===== config.mk =====
export PLATFORM = sky130hd
export DESIGN_NAME = midori64_ti_round_ctrl
export DESIGN_NICKNAME = d
export VERILOG_FILES = /design/src/rtl/midori64_ti_round_ctrl_pkg.sv /design/src/rtl/midori64_ti_round_ctrl_counter.sv /design/src/rtl/midori64_ti_round_ctrl.sv
export SDC_FILE = /design/constraint.sdc
export NUM_CORES = 1
export LEC_CHECK = 0
export BUFFER_PORTS_ARGS = -buffer_cell sky130_fd_sc_hd__buf_2
export CORE_MARGIN = 2
export CORE_UTILIZATION = 42
export CTS_BUF_LIST = sky130_fd_sc_hd__clkbuf_8
export CTS_CLUSTER_SIZE = 25
export DETAILED_ROUTE_END_ITERATION = 8
export GPL_ROUTABILITY_DRIVEN = 0
export PLACE_DENSITY_LB_ADDON = 0.12
export SETUP_SLACK_MARGIN = 0.5
export SYNTH_ARGS = -nofsm -noshare
export SYNTH_HDL_FRONTEND = slang
export SYNTH_SLANG_ARGS = --single-unit

===== constraint.sdc =====
create_clock -name clk -period 3.5 [get_ports clk]
set_input_delay 0.35 -clock clk [delete_from_list [all_inputs] [get_ports clk]]
set_output_delay 0.35 -clock clk [all_outputs]
set_load 0.05 [all_outputs]

===== src/rtl/midori64_ti_round_ctrl_pkg.sv =====
// Shared definitions for the Midori64 threshold-implementation round controller:
// state encodings and default round/pipeline geometry.
package midori64_ti_round_ctrl_pkg;

  typedef enum logic [1:0] {
    ST_IDLE  = 2'd0,
    ST_ROUND = 2'd1,
    ST_FINAL = 2'd2,
    ST_DONE  = 2'd3
  } state_t;

  localparam int ROUNDS_DEF = 16;
  localparam int STAGES_DEF = 2;

endpackage


===== src/rtl/midori64_ti_round_ctrl_counter.sv =====
// Round/stage position tracker: stage counts modulo STAGES, round advances on
// each stage wrap and never passes ROUNDS-1.
module round_stage_counter #(
  parameter int ROUNDS = 16,
  parameter int STAGES = 2,
  parameter int RW     = 4,
  parameter int SW     = 2
) (
  input  logic          clk,
  input  logic          rst,
  input  logic          clr,
  input  logic          en,
  output logic [RW-1:0] round_idx,
  output logic [SW-1:0] stage_idx,
  output logic          stage_last,
  output logic          round_penult
);

  assign stage_last   = (stage_idx == SW'(STAGES - 1));
  assign round_penult = (round_idx == RW'(ROUNDS - 2));

  always_ff @(posedge clk) begin
    if (rst || clr) begin
      round_idx <= '0;
      stage_idx <= '0;
    end else if (en) begin
      if (stage_last) begin
        stage_idx <= '0;
        // Saturate: the FINAL round's wrap must not roll the index over.
        if (round_idx != RW'(ROUNDS - 1))
          round_idx <= round_idx + 1'b1;
      end else begin
        stage_idx <= stage_idx + 1'b1;
      end
    end
  end

endmodule


===== src/rtl/midori64_ti_round_ctrl.sv =====
// Sequencing FSM for the Midori64 TI share datapath: load shares in IDLE, loop
// round output through ROUND/FINAL, pulse done, and flag key/whitening cycles.
module midori64_ti_round_ctrl
  import midori64_ti_round_ctrl_pkg::*;
#(
  parameter int ROUNDS = ROUNDS_DEF,
  parameter int STAGES = STAGES_DEF,
  parameter int RW     = 4,
  parameter int SW     = 2
) (
  input  logic          clk,
  input  logic          rst,
  input  logic          start,
  output logic          sel,
  output logic          busy,
  output logic          done,
  output logic [RW-1:0] round_idx,
  output logic [SW-1:0] stage_idx,
  output logic          key_sel,
  output logic          last_round,
  output logic          wk_en
);

  state_t state, ns;
  logic   stage_last, round_penult, cnt_clr, cnt_en;

  // Counters restart from zero whenever the next run could begin, and freeze
  // on the last FINAL stage so DONE shows the terminal position.
  assign cnt_clr = (state == ST_IDLE) || (state == ST_DONE);
  assign cnt_en  = (state == ST_ROUND) || ((state == ST_FINAL) && !stage_last);

  round_stage_counter #(
    .ROUNDS(ROUNDS),
    .STAGES(STAGES),
    .RW    (RW),
    .SW    (SW)
  ) u_cnt (
    .clk         (clk),
    .rst         (rst),
    .clr         (cnt_clr),
    .en          (cnt_en),
    .round_idx   (round_idx),
    .stage_idx   (stage_idx),
    .stage_last  (stage_last),
    .round_penult(round_penult)
  );

  always_comb begin
    ns = ST_IDLE;
    case (state)
      ST_IDLE:  ns = start ? ST_ROUND : ST_IDLE;
      ST_ROUND: ns = (stage_last && round_penult) ? ST_FINAL : ST_ROUND;
      ST_FINAL: ns = stage_last ? ST_DONE : ST_FINAL;
      ST_DONE:  ns = ST_IDLE;
      default:  ns = ST_IDLE;
    endcase
  end

  always_ff @(posedge clk) begin
    if (rst) begin
      state      <= ST_IDLE;
      sel        <= 1'b1;
      busy       <= 1'b0;
      done       <= 1'b0;
      last_round <= 1'b0;
    end else begin
      state      <= ns;
      sel        <= (ns == ST_IDLE);
      busy       <= (ns != ST_IDLE);
      done       <= (ns == ST_DONE);
      last_round <= (ns == ST_FINAL);
    end
  end

  // Input whitening while idle; output whitening on the closing FINAL stage.
  assign wk_en   = (state == ST_IDLE) || ((state == ST_FINAL) && stage_last);
  assign key_sel = round_idx[0];

endmodule

* Word-level counts from Yosys, hierarchy flattened
Cells that the tools add are included.
** Operators by class
- Multiplexer cells :: 5
- Add/sub/neg operators :: 2
- Equality and inequality tests :: 8
- Reductions and logical operators :: 12
** Operators with widths (number)
- $eq 2x2->1 const B :: 4
- $pmux 2 s4 :: 1
- $add 4x1->4 const B :: 1
- $eq 2x1->1 const B :: 2
- $eq 4x4->1 const B :: 1
- $logic_not 2->1 :: 2
- $logic_or 1x1->1 :: 4
- $mux 2 :: 2
- $ne 4x4->1 const B :: 1
- $logic_and 1x1->1 :: 3
- $reduce_and 3->1 :: 1
- $add 2x1->2 const B :: 1
- $mux 1 :: 2
- $reduce_bool 2->1 :: 1
- $logic_not 1->1 :: 1
** Storage, ports and cells
- Word-level logic and storage cells :: 34
- Input port bits :: 3
- Flip-flop bits (word level) :: 12
- Output and inout port bits :: 12

* Logic depth before layout (Yosys ltp)
Gate-level depths: netlist (run 1).
- Depth after elaboration :: 5
- Mapped depth :: 6
- Mapped depth without buffers :: 6

* Modules after synthesis
From an unflattened synthesis (run 1), not the netlist that was laid out.
** Second synthesis, totals
- Cells, all modules :: 60
- Area, all modules :: 584.3 sq um
** Modules (own cells, without submodules)
- round_stage_counter :: seq. area each 120.1 sq um, area each 301.5 sq um, cells an instance 31, instances 1
- midori64_ti_round_ctrl :: seq. area each 120.1 sq um, area each 282.8 sq um, cells an instance 29, instances 1

* Worst setup path after synthesis (run 1)
OpenSTA, ideal clock, no wires.
- Path kind :: register to output
- Start :: register u_cnt.stage_idx[0]
- End :: output port wk_en
- Slack :: 1844 ps
- Arrival :: 1306 ps
- Cell stages (with the launch flop) :: 3
- Data required time :: 3150 ps
- Path buffers :: 0
- Cell sequence :: dfxtp_1 nand3b_1 nand2b_1
** On the way
- Longest elaborated chain between the ends :: 3
** RTL lines
- start: declaration :: line midori64_ti_round_ctrl_counter.sv:14 : output logic [SW-1:0] stage_idx,
- start signal: assignment :: line midori64_ti_round_ctrl_counter.sv:33 : stage_idx <= stage_idx + 1'b1;
- $eq 2x1->1 :: line midori64_ti_round_ctrl_counter.sv:19 : assign stage_last = (stage_idx == SW'(STAGES - 1));
- $logic_and 1x1->1 :: line midori64_ti_round_ctrl.sv:76 : assign wk_en = (state == ST_IDLE) || ((state == ST_FINAL) && stage_last);
- $logic_or 1x1->1 :: line midori64_ti_round_ctrl.sv:76
- end: declaration :: line midori64_ti_round_ctrl.sv:21 : output logic wk_en
Every way passes these cells.

* Worst setup path after layout (run 1)
- Start :: register state[0]
- End :: output port wk_en
** On the way
- Longest elaborated chain between the ends :: 3
- Elaborated cells between the ends (all ways) :: 4
- Those cells by class :: eq/ne: 1; reduce/logical: 3
** RTL lines
- start: declaration :: line midori64_ti_round_ctrl.sv:24 : state_t state, ns;
- start signal: assignment :: line midori64_ti_round_ctrl.sv:67 : state <= ns;
- $eq 2x2->1 :: line midori64_ti_round_ctrl.sv:76
- $logic_and 1x1->1 :: line midori64_ti_round_ctrl.sv:76
- $logic_or 1x1->1 * :: line midori64_ti_round_ctrl.sv:76
Every way passes the cells marked *; elsewhere a longest branch is shown, timed or not.

==> results of run 1 <==
==> registers in the layout, summed over array words and instances (netlist names) <==
| signal | flops |
|---|---|
| last_round | 1 |
| busy | 1 |
| u_cnt.round_idx | 4 |
| u_cnt.stage_idx | 2 |
| sel | 1 |
| done | 1 |
| state | 2 |
==> layer usage <==
layer / GRT usage, % / vias to the layer above / share of wire [%]
met5: 0 / - / 0
met4: 11.6 / 0 / 3.1
met3: 5.65 / 4 / 5.4
met2: 19.4 / 14 / 43
met1: 16.1 / 222 / 49
li1: - / 252 / -
==> critical path, stage by stage (launching register included) <==
cell and delay [ns]:
dfxtp_1 0.34, inv_1 0.09, ha_1 0.28, nand3b_1 0.16
nand2b_1 0.09, buf_2 0.25
==> final cells by class <==
class / count / area share, %
inverter: 3 / 1.53
clock buffer: 4 / 7.48
sequential: 12 / 32.7
multi-input combinational: 45 / 46.3
tap: 15 / 2.55
timing repair buffer: 14 / 9.52
==> cell families (layout without fill, tap and decap cells) <==
| family | count (synthesis) | in the layout | synth area share [%] |
|---|---|---|---|
| buf+inv | 4 | 21 | 3.13 |
| xor+xnor | 3 | 3 | 4.38 |
| compound gates | 11 | 11 | 16.5 |
| fa+ha+maj | 5 | 5 | 10.4 |
| flops | 12 | 12 | 40.1 |
| simple gates | 26 | 26 | 25.5 |
==> synthesized netlist by cell type <==
cell / number
dfxtp_1: 12
ha_1: 5
nor2_1: 5
a21oi_1: 3
inv_1: 3
nand2_1: 3
nand2b_1: 3
and4b_1: 2
nand3_1: 2
nand3b_1: 2
nand4_1: 2
o21ai_0: 2
xor2_1: 2
a211oi_1: 1
a21o_1: 1
a21o_2: 1
a41oi_2: 1
and2_1: 1
and2b_2: 1
and3_1: 1
buf_4: 1
nor2b_1: 1
nor3_1: 1
o211ai_2: 1
o31ai_4: 1
or2_1: 1
or2b_1: 1
xnor2_1: 1
==> where the power goes <==
group,internal (mW),switching [mW],total [mW]
registers,0.139,0.00160,0.141
clock network,0.0994,0.0513,0.151
logic,0.00930,0.0198,0.0291
total,0.248,0.0728,0.321
==> worst min-delay path by stage <==
| stage | start | end | depth (start not counted) |
|---|---|---|---|
| floorplan | rst | busy | 1 |
| global placement | u_cnt.round_idx[1] | u_cnt.round_idx[1] | 2 |
| detailed placement | u_cnt.round_idx[1] | u_cnt.round_idx[1] | 2 |
| CTS | rst | done | 2 |
| global route | rst | busy | 2 |
| finish | rst | done | 2 |
==> flow_summary_export.csv, run 1 <==
group,metric,value,unit
die,core_area,0.00132,mm^2
synthesis,synth.cell_area,599,um^2
timing,post-route-period-util,51.6,%
drt,drc,0,
hold_path,hp-class,"in -> reg",
clocking,ctsHoldBuffers,0,
power_and_ir_drop,irDropWorstVdd,0.000176,V
synthesis,synth-warning-count,0,
drt,drt_first_pass_iters,4,
synthesis,avgSynthCellArea,9.83,um^2
run_status,status,"finished clean",
die,dieArea,0.00175,mm^2
place,pre_cts_ws,1.96,ns
drt,avgRoutedWirePerCell,11.7,um
synthesis,synthCells,61,
setup_path,r2r_start,"state[0]",
setup_path,crit_path_end_kind,"primary output",
clocking,cts_num_sinks,12,
timing,grt_setup_unrepaired,"false",
final_layout,nNetsFinal,87,
synthesis,synth_top_area_share,40.1,%
die,rows,13,
clocking,clk_pin_slew,0.05,ns
clocking,cts_setup_buffers,0,
clocking,tritoncts,"yes",
power_and_ir_drop,leakagePower,0.324,nW
setup_path,startpoint_type,"register",
timing,setup_viol,0,
place,portBuffers,14,
die,pin_count,15,
setup_path,cp.arrival,1.45,ns
die,initial_core_util,45.5,%
timing,setup_tns,0,ns
global_route,grt_pass1_wl,1740,um
timing,holdWs,0.356,ns
place,place_area,681,um^2
clocking,cts_max_level,1,
die,fp.dieH,41.8,um
setup_path,crit_end,"wk_en",
global_route,grt_overflow_total,0,
setup_path,worstSetupPathType,"reg -> out",
clocking,clk_latency,0.24,ns
timing,worst_slew_pin_slew,0.264,ns
drt,ant_nets,0,
global_route,grt_max_degree,9,
final_layout,final_util,55.8,%
setup_path,r2r_setup_slack,1.96,ns
setup_path,crit_fanout,5,
timing,fmax,0.554,GHz
final_layout,antenna_cells,0,
final_layout,multi_input_area,340,um^2
synthesis,synth-seq-area-share,40.1,%
power_and_ir_drop,powerDensity,436,mW/mm^2
clocking,cts_buffers,3,
timing,skew,0.00179,ns
timing,slew_headroom,82.4,%
timing,setup_slack,1.70,ns
timing,period_needed,1.80,ns
final_layout,layout.cells.non_filler,93,
setup_path,crit_required,3.15,ns
clocking,clock-root-buffer,"clkbuf_8",
setup_path,r2r_cells,6,
synthesis,synth_fp_nets,69,
final_layout,area.sequential,240,um^2
final_layout,design_area,736,um^2
drt,drt_iter0_drc,13,
synthesis,ys_top_cells_by_area,"dfxtp_1 (40%), ha_1 (10%), o31ai_4 (3.5%)",
timing,finalHoldViolCount,0,
drt,drt_wl_total,1090,um
power_and_ir_drop,power,321,uW
synthesis,synth_area_leader_cell,"dfxtp_1",
place,dp_hpwl,761,um
timing,slew_viol_final,0,
final_layout,layout_common_cells,"buf_2 (14), dfxtp_1 (12), nor2_1 (5), ha_1 (5), clkbuf_8 (4)",
final_layout,nFillCells,137,
clocking,clock_path_buffers,2,
drt,viasPerCell,5.29,
final_layout,layout_commonest_cell,"buf_2",
synthesis,ys_ff_latch,12,
setup_path,r2r_end,"sel",
job,max-cap-violations,0,
place,dp.cells,89,
final_layout,syn_to_final_growth,22.8,%
die,die_x,41.8,um
global_route,grt_pass1_vias,407,
drt,vias,492,
setup_path,worstSetupStartpoint,"state[0]",
global_route,grt_usage,13.8,%
global_route,antenna_found_initial,0,
synthesis,ys_types,28,
clocking,cts-resized-gates,0,
final_layout,drive_above_1_share,29.5,%
Note: power is estimated with default switching activity, not from simulation.
==> inputs of run 2 (changes only) <==
==> constraint.sdc (replaced) <==
create_clock -name clk -period 1.6 [get_ports clk]
set_input_delay 0.16 -clock clk [delete_from_list [all_inputs] [get_ports clk]]
set_output_delay 0.16 -clock clk [all_outputs]
set_load 0.05 [all_outputs]
==> run 2 against run 1 <==
Net effect: combinational power rose to 3.4 times the previous value; sequential share of layout area fell by 4.6 points; die area did not move; critical path depth rose by 1; count of clock-buffer cells in the layout fell by 1; first-iteration DRC count fell by 69%; final cell count rose by 8.6%; clock power rose by 90%; core utilization rose by 17 points.
==> flow_summary_export.csv, run 2 (synthesis gave the netlist of run 1 again) <==
group,metric,value,unit
final_layout,nFillCells,93,
die,pin_count,15,
final_layout,regMostFlops,"u_cnt.round_idx",
run_status,status,"finished clean",
timing,setup_tns,0,ns
final_layout,nNetsFinal,95,
timing,finalHoldViolCount,0,
clocking,clock_path_buffers,2,
clocking,cts_max_level,1,
clocking,tritoncts,"yes",
drt,drt_iter0_drc,4,
timing,fmax,0.740,GHz
final_layout,multi_input_area,463,um^2
power_and_ir_drop,powerDensity,709,mW/mm^2
final_layout,syn_to_final_growth,60.8,%
timing,setup_viol,0,
setup_path,crit_required,1.74,ns
timing,period_needed,1.35,ns
global_route,antenna_found_initial,0,
drt,drt_first_pass_iters,4,
power_and_ir_drop,leakagePower,0.393,nW
final_layout,antenna_cells,0,
final_layout,layout.cells.non_filler,101,
global_route,grt_overflow_total,0,
setup_path,crit_fanout,6,
timing,holdWs,0.177,ns
place,dp.cells,89,
global_route,grt_usage,16.2,%
final_layout,top_regs,"u_cnt.round_idx x4, state x2, u_cnt.stage_idx x2",
die,rows,13,
power_and_ir_drop,p_int,504,uW
job,max-cap-violations,0,
global_route,grt_pass1_wl,2130,um
timing,grt_setup_unrepaired,"true",
global_route,grt_pass1_vias,452,
final_layout,area.sequential,270,um^2
power_and_ir_drop,p_seq_share,43.6,%
setup_path,crit_path_end_kind,"register",
place,dp_hpwl,947,um
die,dieArea,0.00175,mm^2
setup_path,worstSetupPathType,"reg -> reg",
final_layout,layout_common_cells,"buf_2 (13), dfxtp_4 (8), buf_4 (6)",
timing,worst_slew_pin_slew,0.273,ns
final_layout,layout_commonest_cell,"buf_2",
die,die_x,41.8,um
drt,vias,517,
drt,avgRoutedWirePerCell,13.4,um
clocking,cts_buffers,3,
die,fp.dieH,41.8,um
final_layout,largest_register_ffs,4,
clocking,clk_pin_slew,0.06,ns
setup_path,r2r_cells,6,
global_route,grt_max_degree,8,
final_layout,drive_above_1_share,64.0,%
die,initial_core_util,45.5,%
die,core_area,0.00132,mm^2
drt,viasPerCell,5.12,
timing,skew,0.00458,ns
power_and_ir_drop,sw_frac_of_total,26.3,%
drt,ant_nets,0,
setup_path,startpoint_type,"register",
clocking,cts_num_sinks,12,
hold_path,hold_depth,2,
timing,slew_headroom,81.8,%
timing,post-route-period-util,84.4,%
power_and_ir_drop,irDropWorstVdd,0.000509,V
drt,drc,0,
power_and_ir_drop,comb_power_share,14.3,%
power_and_ir_drop,clock_power_share,42.1,%
setup_path,cp.arrival,1.49,ns
clocking,clock-root-buffer,"clkbuf_8",
drt,drt_wl_total,1350,um
hold_path,hp-class,"in -> reg",
power_and_ir_drop,p_sw,180,uW
place,portBuffers,14,
clocking,clk_latency,0.24,ns
timing,slew_viol_final,0,
run 2: worst max-delay path: stages, from the launching register on:
cell and delay (ns):
dfxtp_4 0.38, inv_4 0.05, ha_4 0.17, or2b_1 0.24, o211ai_2 0.09, o31ai_4 0.12, a21o_2 0.20
run 2: path summary, 6_finish.rpt:
kind	slack, ns	from	end
worst max-delay path	0.25	state[1]	sel
worst max register to register	0.25	state[1]	sel
worst min register to register	0.51	u_cnt.stage_idx[0]	u_cnt.stage_idx[0]
worst min-delay path	0.18	rst	busy
run 2: routing by layer:
metal | vias up | share of wire, % | global-route usage [%] | wire length, um
li1 | 269 | - | - | -
met1 | 237 | 48 | 21.4 | 651
met2 | 9 | 48 | 24.4 | 652
met3 | 2 | 2.5 | 3.04 | 34
met4 | 0 | 1.0 | 9.68 | 14
met5 | - | 0 | 0 | 0
run 2: final cells by class:
class	instances	area share, %
well taps	15	1.95
multi-input cells	45	48.1
repair buffers	22	15.3
clock buffers	3	4.29
inverters	3	1.95
clock inverters	1	0.390
flip-flops and latches	12	28.1
run 2: through the flow:
step	setup slack, ns	util (%)	instance area [um^2]	power [mW]
3_5_place_dp	0.220	59.4	783	0.379
3_3_place_gp	0.239	59.4	783	0.377
2_1_floorplan	0.291	-	702	0.361
4_1_cts	0.253	70.0	922	0.673
6_report	0.250	73.1	963	0.683
5_1_grt	0.203	73.1	963	0.706
run 2: timing repair:
| item | in CTS | in global routing |
|---|---|---|
| hold endpoints to repair | 0 | 0 |
| setup endpoints to repair | 9 | 13 |
| buffers inserted | 6 | 2 |
| pin swaps | 8 | 4 |
| resized for setup | 11 | 8 |
| hold buffers | 0 | 0 |
run 2: power by group through the flow:
| stage | Combinational (mW) | Clock (mW) | Sequential, mW |
|---|---|---|---|
| 4_1_cts | 0.0895 | 0.285 | 0.298 |
| 6_report | 0.0980 | 0.287 | 0.298 |
| 3_5_place_dp | 0.0720 | 0 | 0.307 |
| 5_1_grt | 0.103 | 0.304 | 0.299 |
| 3_3_place_gp | 0.0707 | 0 | 0.306 |
| 2_1_floorplan | 0.0415 | 0 | 0.320 |
